===== src/rtl/key_debounce.sv =====
// Push-button conditioner: two-flop synchroniser, debounce FSM and optional
// auto-repeat, producing a debounced level plus single-cycle press/release strobes.
module key_debounce #(
    parameter int unsigned DEB_CYCLES    = 1000000,
    parameter int unsigned REPEAT_EN     = 0,
    parameter int unsigned REPEAT_DELAY  = 25000000,
    parameter int unsigned REPEAT_PERIOD = 5000000,
    parameter int unsigned CNT_W         = 26
) (
    input  logic clk,
    input  logic res,
    input  logic key,
    output logic key_level,
    output logic key_pulse,
    output logic rel_pulse
);

    typedef enum logic [1:0] {
        IDLE      = 2'd0,
        PRESS_CHK = 2'd1,
        HELD      = 2'd2,
        REL_CHK   = 2'd3
    } state_t;

    // Counters compare against "last" values so a terminal count fires on the N-th cycle.
    localparam logic [CNT_W-1:0] DEB_LAST = CNT_W'(DEB_CYCLES - 1);
    localparam logic [CNT_W-1:0] DLY_LAST = CNT_W'(REPEAT_DELAY - 1);
    localparam logic [CNT_W-1:0] PER_LAST = CNT_W'(REPEAT_PERIOD - 1);
    localparam logic [CNT_W-1:0] CNT_ONE  = CNT_W'(1);
    localparam logic [CNT_W-1:0] CNT_ZERO = '0;

    state_t           state_q, state_d;
    logic [CNT_W-1:0] deb_cnt_q, deb_cnt_d;
    logic [CNT_W-1:0] rpt_cnt_q, rpt_cnt_d;
    logic             phase_q, phase_d;
    logic             s1_q, key_sync_q;
    logic             key_level_q, key_level_d;
    logic             key_pulse_q, key_pulse_d;
    logic             rel_pulse_q, rel_pulse_d;
    logic [CNT_W-1:0] rpt_last_c;

    // Metastability guard on the asynchronous pad.
    always_ff @(posedge clk or negedge res) begin
        if (!res) begin
            s1_q       <= 1'b0;
            key_sync_q <= 1'b0;
        end else begin
            s1_q       <= key;
            key_sync_q <= s1_q;
        end
    end

    always_ff @(posedge clk or negedge res) begin
        if (!res) begin
            state_q     <= IDLE;
            deb_cnt_q   <= CNT_ZERO;
            rpt_cnt_q   <= CNT_ZERO;
            phase_q     <= 1'b0;
            key_level_q <= 1'b0;
            key_pulse_q <= 1'b0;
            rel_pulse_q <= 1'b0;
        end else begin
            state_q     <= state_d;
            deb_cnt_q   <= deb_cnt_d;
            rpt_cnt_q   <= rpt_cnt_d;
            phase_q     <= phase_d;
            key_level_q <= key_level_d;
            key_pulse_q <= key_pulse_d;
            rel_pulse_q <= rel_pulse_d;
        end
    end

    // Phase 0 waits the initial hold delay, phase 1 the shorter repeat period.
    assign rpt_last_c = phase_q ? PER_LAST : DLY_LAST;

    always_comb begin
        state_d     = state_q;
        deb_cnt_d   = deb_cnt_q;
        rpt_cnt_d   = rpt_cnt_q;
        phase_d     = phase_q;
        key_level_d = key_level_q;
        key_pulse_d = 1'b0;
        rel_pulse_d = 1'b0;

        case (state_q)
            IDLE: begin
                key_level_d = 1'b0;
                if (key_sync_q) begin
                    state_d   = PRESS_CHK;
                    deb_cnt_d = CNT_ZERO;
                end
            end
            PRESS_CHK: begin
                if (!key_sync_q) begin
                    state_d   = IDLE;
                    deb_cnt_d = CNT_ZERO;
                end else if (deb_cnt_q == DEB_LAST) begin
                    state_d     = HELD;
                    deb_cnt_d   = CNT_ZERO;
                    rpt_cnt_d   = CNT_ZERO;
                    phase_d     = 1'b0;
                    key_level_d = 1'b1;
                    key_pulse_d = 1'b1;
                end else begin
                    deb_cnt_d = deb_cnt_q + CNT_ONE;
                end
            end
            HELD: begin
                key_level_d = 1'b1;
                if (!key_sync_q) begin
                    state_d   = REL_CHK;
                    deb_cnt_d = CNT_ZERO;
                end else if (REPEAT_EN != 0) begin
                    if (rpt_cnt_q == rpt_last_c) begin
                        rpt_cnt_d   = CNT_ZERO;
                        phase_d     = 1'b1;
                        key_pulse_d = 1'b1;
                    end else begin
                        rpt_cnt_d = rpt_cnt_q + CNT_ONE;
                    end
                end
            end
            REL_CHK: begin
                key_level_d = 1'b1;
                if (key_sync_q) begin
                    state_d   = HELD;
                    deb_cnt_d = CNT_ZERO;
                end else if (deb_cnt_q == DEB_LAST) begin
                    state_d     = IDLE;
                    deb_cnt_d   = CNT_ZERO;
                    key_level_d = 1'b0;
                    rel_pulse_d = 1'b1;
                end else begin
                    deb_cnt_d = deb_cnt_q + CNT_ONE;
                end
            end
            default: begin
                state_d   = IDLE;
                deb_cnt_d = CNT_ZERO;
            end
        endcase
    end

    assign key_level = key_level_q;
    assign key_pulse = key_pulse_q;
    assign rel_pulse = rel_pulse_q;

endmodule


===== config.mk =====
export PLATFORM = sky130hd
export DESIGN_NAME = key_debounce
export DESIGN_NICKNAME = d
export VERILOG_FILES = /design/src/rtl/key_debounce.sv
export SDC_FILE = /design/constraint.sdc
export NUM_CORES = 1
export LEC_CHECK = 0
export BUFFER_PORTS_ARGS = -buffer_cell sky130_fd_sc_hd__buf_4
export CELL_PAD_IN_SITES_DETAIL_PLACEMENT = 0
export CELL_PAD_IN_SITES_GLOBAL_PLACEMENT = 1
export CORE_MARGIN = 3
export CORE_UTILIZATION = 25
export DETAILED_ROUTE_END_ITERATION = 8
export GPL_TIMING_DRIVEN = 0
export PLACE_DENSITY_LB_ADDON = 0.1
export SYNTH_ARGS = -nofsm -noshare
export SYNTH_HDL_FRONTEND = slang
export SYNTH_SLANG_ARGS = --single-unit

===== constraint.sdc =====
create_clock -name clk -period 2.1 [get_ports clk]
set_clock_uncertainty 0.05 [all_clocks]
set_input_delay 0.42 -clock clk [delete_from_list [all_inputs] [get_ports clk]]
set_output_delay 0.42 -clock clk [all_outputs]
set_load 0.02 [all_outputs]

==> impl_metrics.py <==
metrics = {
    "cts": {
        "htreeDepth": 2,
        "cts_tree": "built",
        "cts_buffers": 5,
        "root_buffer": "clkbuf_8",
        "clock_latency_ns": 0.29,
        "holdBufCountCts": 0,
        "clkSinkCount": 33,
        "clk_path_buf_depth": 2,
        "clk_pin_slew_worst_paths_ns": 0.07,
    },
    "sta": {
        "worst_slew_margin_rel_pct": 68.6,
        "rsz0062_at_grt": "yes",
        "hold_ws_ns": 0.0336,
        "tns_ns": 0,
        "finalSetupViolCount": 0,
        "drv_slew": 0,
        "finalWorstPathRequiredPeriod_ns": 2.02,
        "max_slew.worst_pin.slew_ns": 0.470,
        "fmax_mhz": 495,
        "fin_ws_ns": 0.0787,
        "finalCritPeriodShare_pct": 96.3,
        "hold_viol_final": 0,
    },
    "die": {
        "core_um2": 7330,
        "num_rows": 31,
        "die_area_um2": 8690,
        "start_util_pct": 25.9,
        "io_pins": 6,
        "fp.dieW_um": 93.2,
        "die_h_um": 93.2,
    },
    "layout": {
        "area_growth_pct": 26.8,
        "diodes": 0,
        "drive_gt1_share_pct": 24.6,
        "finalNonFillerCells": 339,
        "post-route-cell-area_um2": 2410,
        "nets": 248,
        "finalCoreUtilization_pct": 32.9,
        "num-fill-cells": 775,
    },
    "worst_setup_path": {
        "critical_path_class": "flip-flop to flip-flop",
        "crit_fanout": 9,
        "reg2reg_slack_ns": 0.08,
        "cp.required_ns": 2.22,
        "cp-start-kind": "flip-flop",
        "end_kind": "flip-flop",
        "r2r_cells": 6,
        "timing.rr.end": "deb_cnt_q[21]$_DFFE_PN0P_",
        "timing.rr.start": "deb_cnt_q[7]$_DFFE_PN0P_",
        "cp.arrival_ns": 2.14,
    },
    "route": {
        "num_vias": 1730,
        "post_drt_wl_per_cell_um": 17.1,
        "drc": 0,
        "ant_nets": 0,
        "via_per_inst": 5.10,
        "drt_iter0_markers": 77,
        "drtPass1Iterations": 4,
        "wl_mm": 5.80,
    },
    "logic_synthesis": {
        "syn_nets": 225,
        "synth_top_area_cell": "dfrtp_1",
        "yosys_register_bits": 33,
        "async_reset_ff_share_pct": 100,
        "synth_edf_count": 0,
        "synth.area.top_cells": "dfrtp_1 43%, o21ai_0 6.3%, nand2_1 4.3%, ha_1 3.9%, nor2_1 3.8%",
        "netlist_instances": 216,
        "yosysSeqAreaShare_pct": 43.4,
        "synth.cell_area_um2": 1900,
        "syn_area_per_cell_um2": 8.80,
        "ys_types": 33,
        "synth-main-ff-cell": "dfrtp_1",
        "synth_top_area_share_pct": 43.4,
        "yosysWarnings": 0,
    },
    "power": {
        "power_mw": 2.26,
        "intPower_mw": 1.33,
        "p_per_area_nw_per_um2": 936,
        "combinationalPowerShare_pct": 45.8,
        "p_leak_nw": 0.987,
        "switching_power_mw": 0.932,
        "ir_worst_vdd_uv": 372,
        "switching_share_pct": 41.3,
        "pwr-share-clk_pct": 21.2,
        "p_seq_share_pct": 32.9,
    },
    "place": {
        "place.gp.congestion": 0.766,
        "postPlaceCellArea_um2": 2060,
        "place_ws_ns": -0.414,
        "dp_cells": 320,
        "portBuffers": 5,
        "dpl.hpwl_mm": 3.89,
    },
    "global_routing": {
        "met3_usage_pct": 2.65,
        "track_usage_pct": 14.1,
        "grt_overflow": 0,
        "grtUsageMet1_pct": 19.8,
        "grt_max_degree": 34,
        "grt_pass1_vias": 1678,
        "gr-usage-met2_pct": 22.1,
        "grt_pass1_wl_mm": 9.36,
        "grt-busiest-layer": "met2",
        "antenna_found_initial": 0,
    },
    "outcome": {
        "status": "complete, no violations",
    },
    "flow_run": {
        "drv_cap": 0,
    },
    "min_path": {
        "hp-class": "input port to asynchronous set/reset pin",
    },
}
[critical path, stage by stage (launching register included)]
cell and delay (ns):
dfrtp_2 0.48, nor4_1 0.35, and4_4 0.30, a21o_1 0.18, buf_6 0.15, nor2_4 0.07
a221o_1 0.31
[synth_stat cells, types with 2 or more instances]
master / number
buf_2: 4
nor4_1: 7
a221o_1: 2
ha_1: 6
clkbuf_1: 4
nand4_1: 9
nand2b_1: 2
nand2_1: 22
o21ai_0: 24
or3_1: 2
dfrtp_1: 33
and2_1: 2
mux2i_1: 6
inv_1: 7
a31oi_1: 3
nor2_1: 19
a21oi_1: 10
nand3_1: 13
and3_1: 4
a21o_1: 2
or4_1: 5
a22o_1: 8
nor3_1: 9
nor2b_1: 2
mux2_2: 2
nor4bb_1: 2
[placed cells by master (no fill, tap or decap), types with 6 or more instances in the layout]
master and n:
a21oi_1 8, a22o_1 8, buf_4 20, dfrtp_1 27, dfrtp_2 6, inv_1 6
nand2_1 21, nand3_1 12, nand4_1 9, nor2_1 18, nor3_1 7, o21ai_0 23
[sequential cells by signal, indices dropped and copies added (netlist names), named ones only]
| signal | flops |
|---|---|
| deb_cnt_q | 26 |
| key_level | 1 |
| key_pulse | 1 |
| key_sync_q | 1 |
| rel_pulse | 1 |
| s1_q | 1 |
| state_q | 1 |
[layer usage]
metal  wire length [um]  vias up
met4                 29        0
met1               2920      858
met5                  0        -
met3                202        2
met2               2650       24
li1                   -      846
[what timing repair did]
action	in CTS	in global routing
setup buffers	5	5
endpoints found under the setup margin	28	23
pin swaps	3	6
resized for setup	21	37
cloned	0	1
[kinds of logic after synthesis]
group | count (synthesis) | share of synthesized area [%]
multiplexers | 8 | 4.34
buffers and inverters | 16 | 3.49
AO/OA/AOI/OAI | 52 | 16.8
flip-flops | 33 | 43.4
AND/OR/NAND/NOR | 101 | 28.0
adder cells (fa/ha/maj) | 6 | 3.95
[how the worst max path moves through the flow]
stage | start | to | slack (ns) | depth (start not counted)
final | deb_cnt_q[7]$_DFFE_PN0P_ | deb_cnt_q[21]$_DFFE_PN0P_ | 0.08 | 6
after detailed placement | state_q[0]$_DFFE_PN0P_ | deb_cnt_q[22]$_DFFE_PN0P_ | -0.41 | 8
after floorplan | deb_cnt_q[0]$_DFFE_PN0P_ | deb_cnt_q[24]$_DFFE_PN0P_ | 0.11 | 7
after CTS | deb_cnt_q[1]$_DFFE_PN0P_ | deb_cnt_q[25]$_DFFE_PN0P_ | -0.03 | 6
after global placement | state_q[0]$_DFFE_PN0P_ | deb_cnt_q[22]$_DFFE_PN0P_ | -0.45 | 8
after global routing | flip-flop | deb_cnt_q[17]$_DFFE_PN0P_ | -0.02 | 8
[final cells by class]
type / instances / area (um2) / share of cell area (%)
Multi-Input combinational cell: 167 / 1150 / 47.9
Sequential cell: 33 / 833 / 34.5
Tap cell: 99 / 124 / 5.13
Timing Repair Buffer: 16 / 120 / 4.98
Clock buffer: 8 / 80.1 / 3.32
Buffer: 9 / 73.8 / 3.06
Inverter: 7 / 26.3 / 1.09
[power groups by stage]
stage	Combinational [mW]	Sequential, mW	Clock (mW)
global route	1.15	0.754	0.521
detailed placement	0.822	0.743	0
floorplan	0.537	0.743	0
CTS	0.936	0.727	0.502
global placement	0.832	0.743	0
finish	1.03	0.744	0.479
No activity file was read; power rests on OpenSTA's default activity.
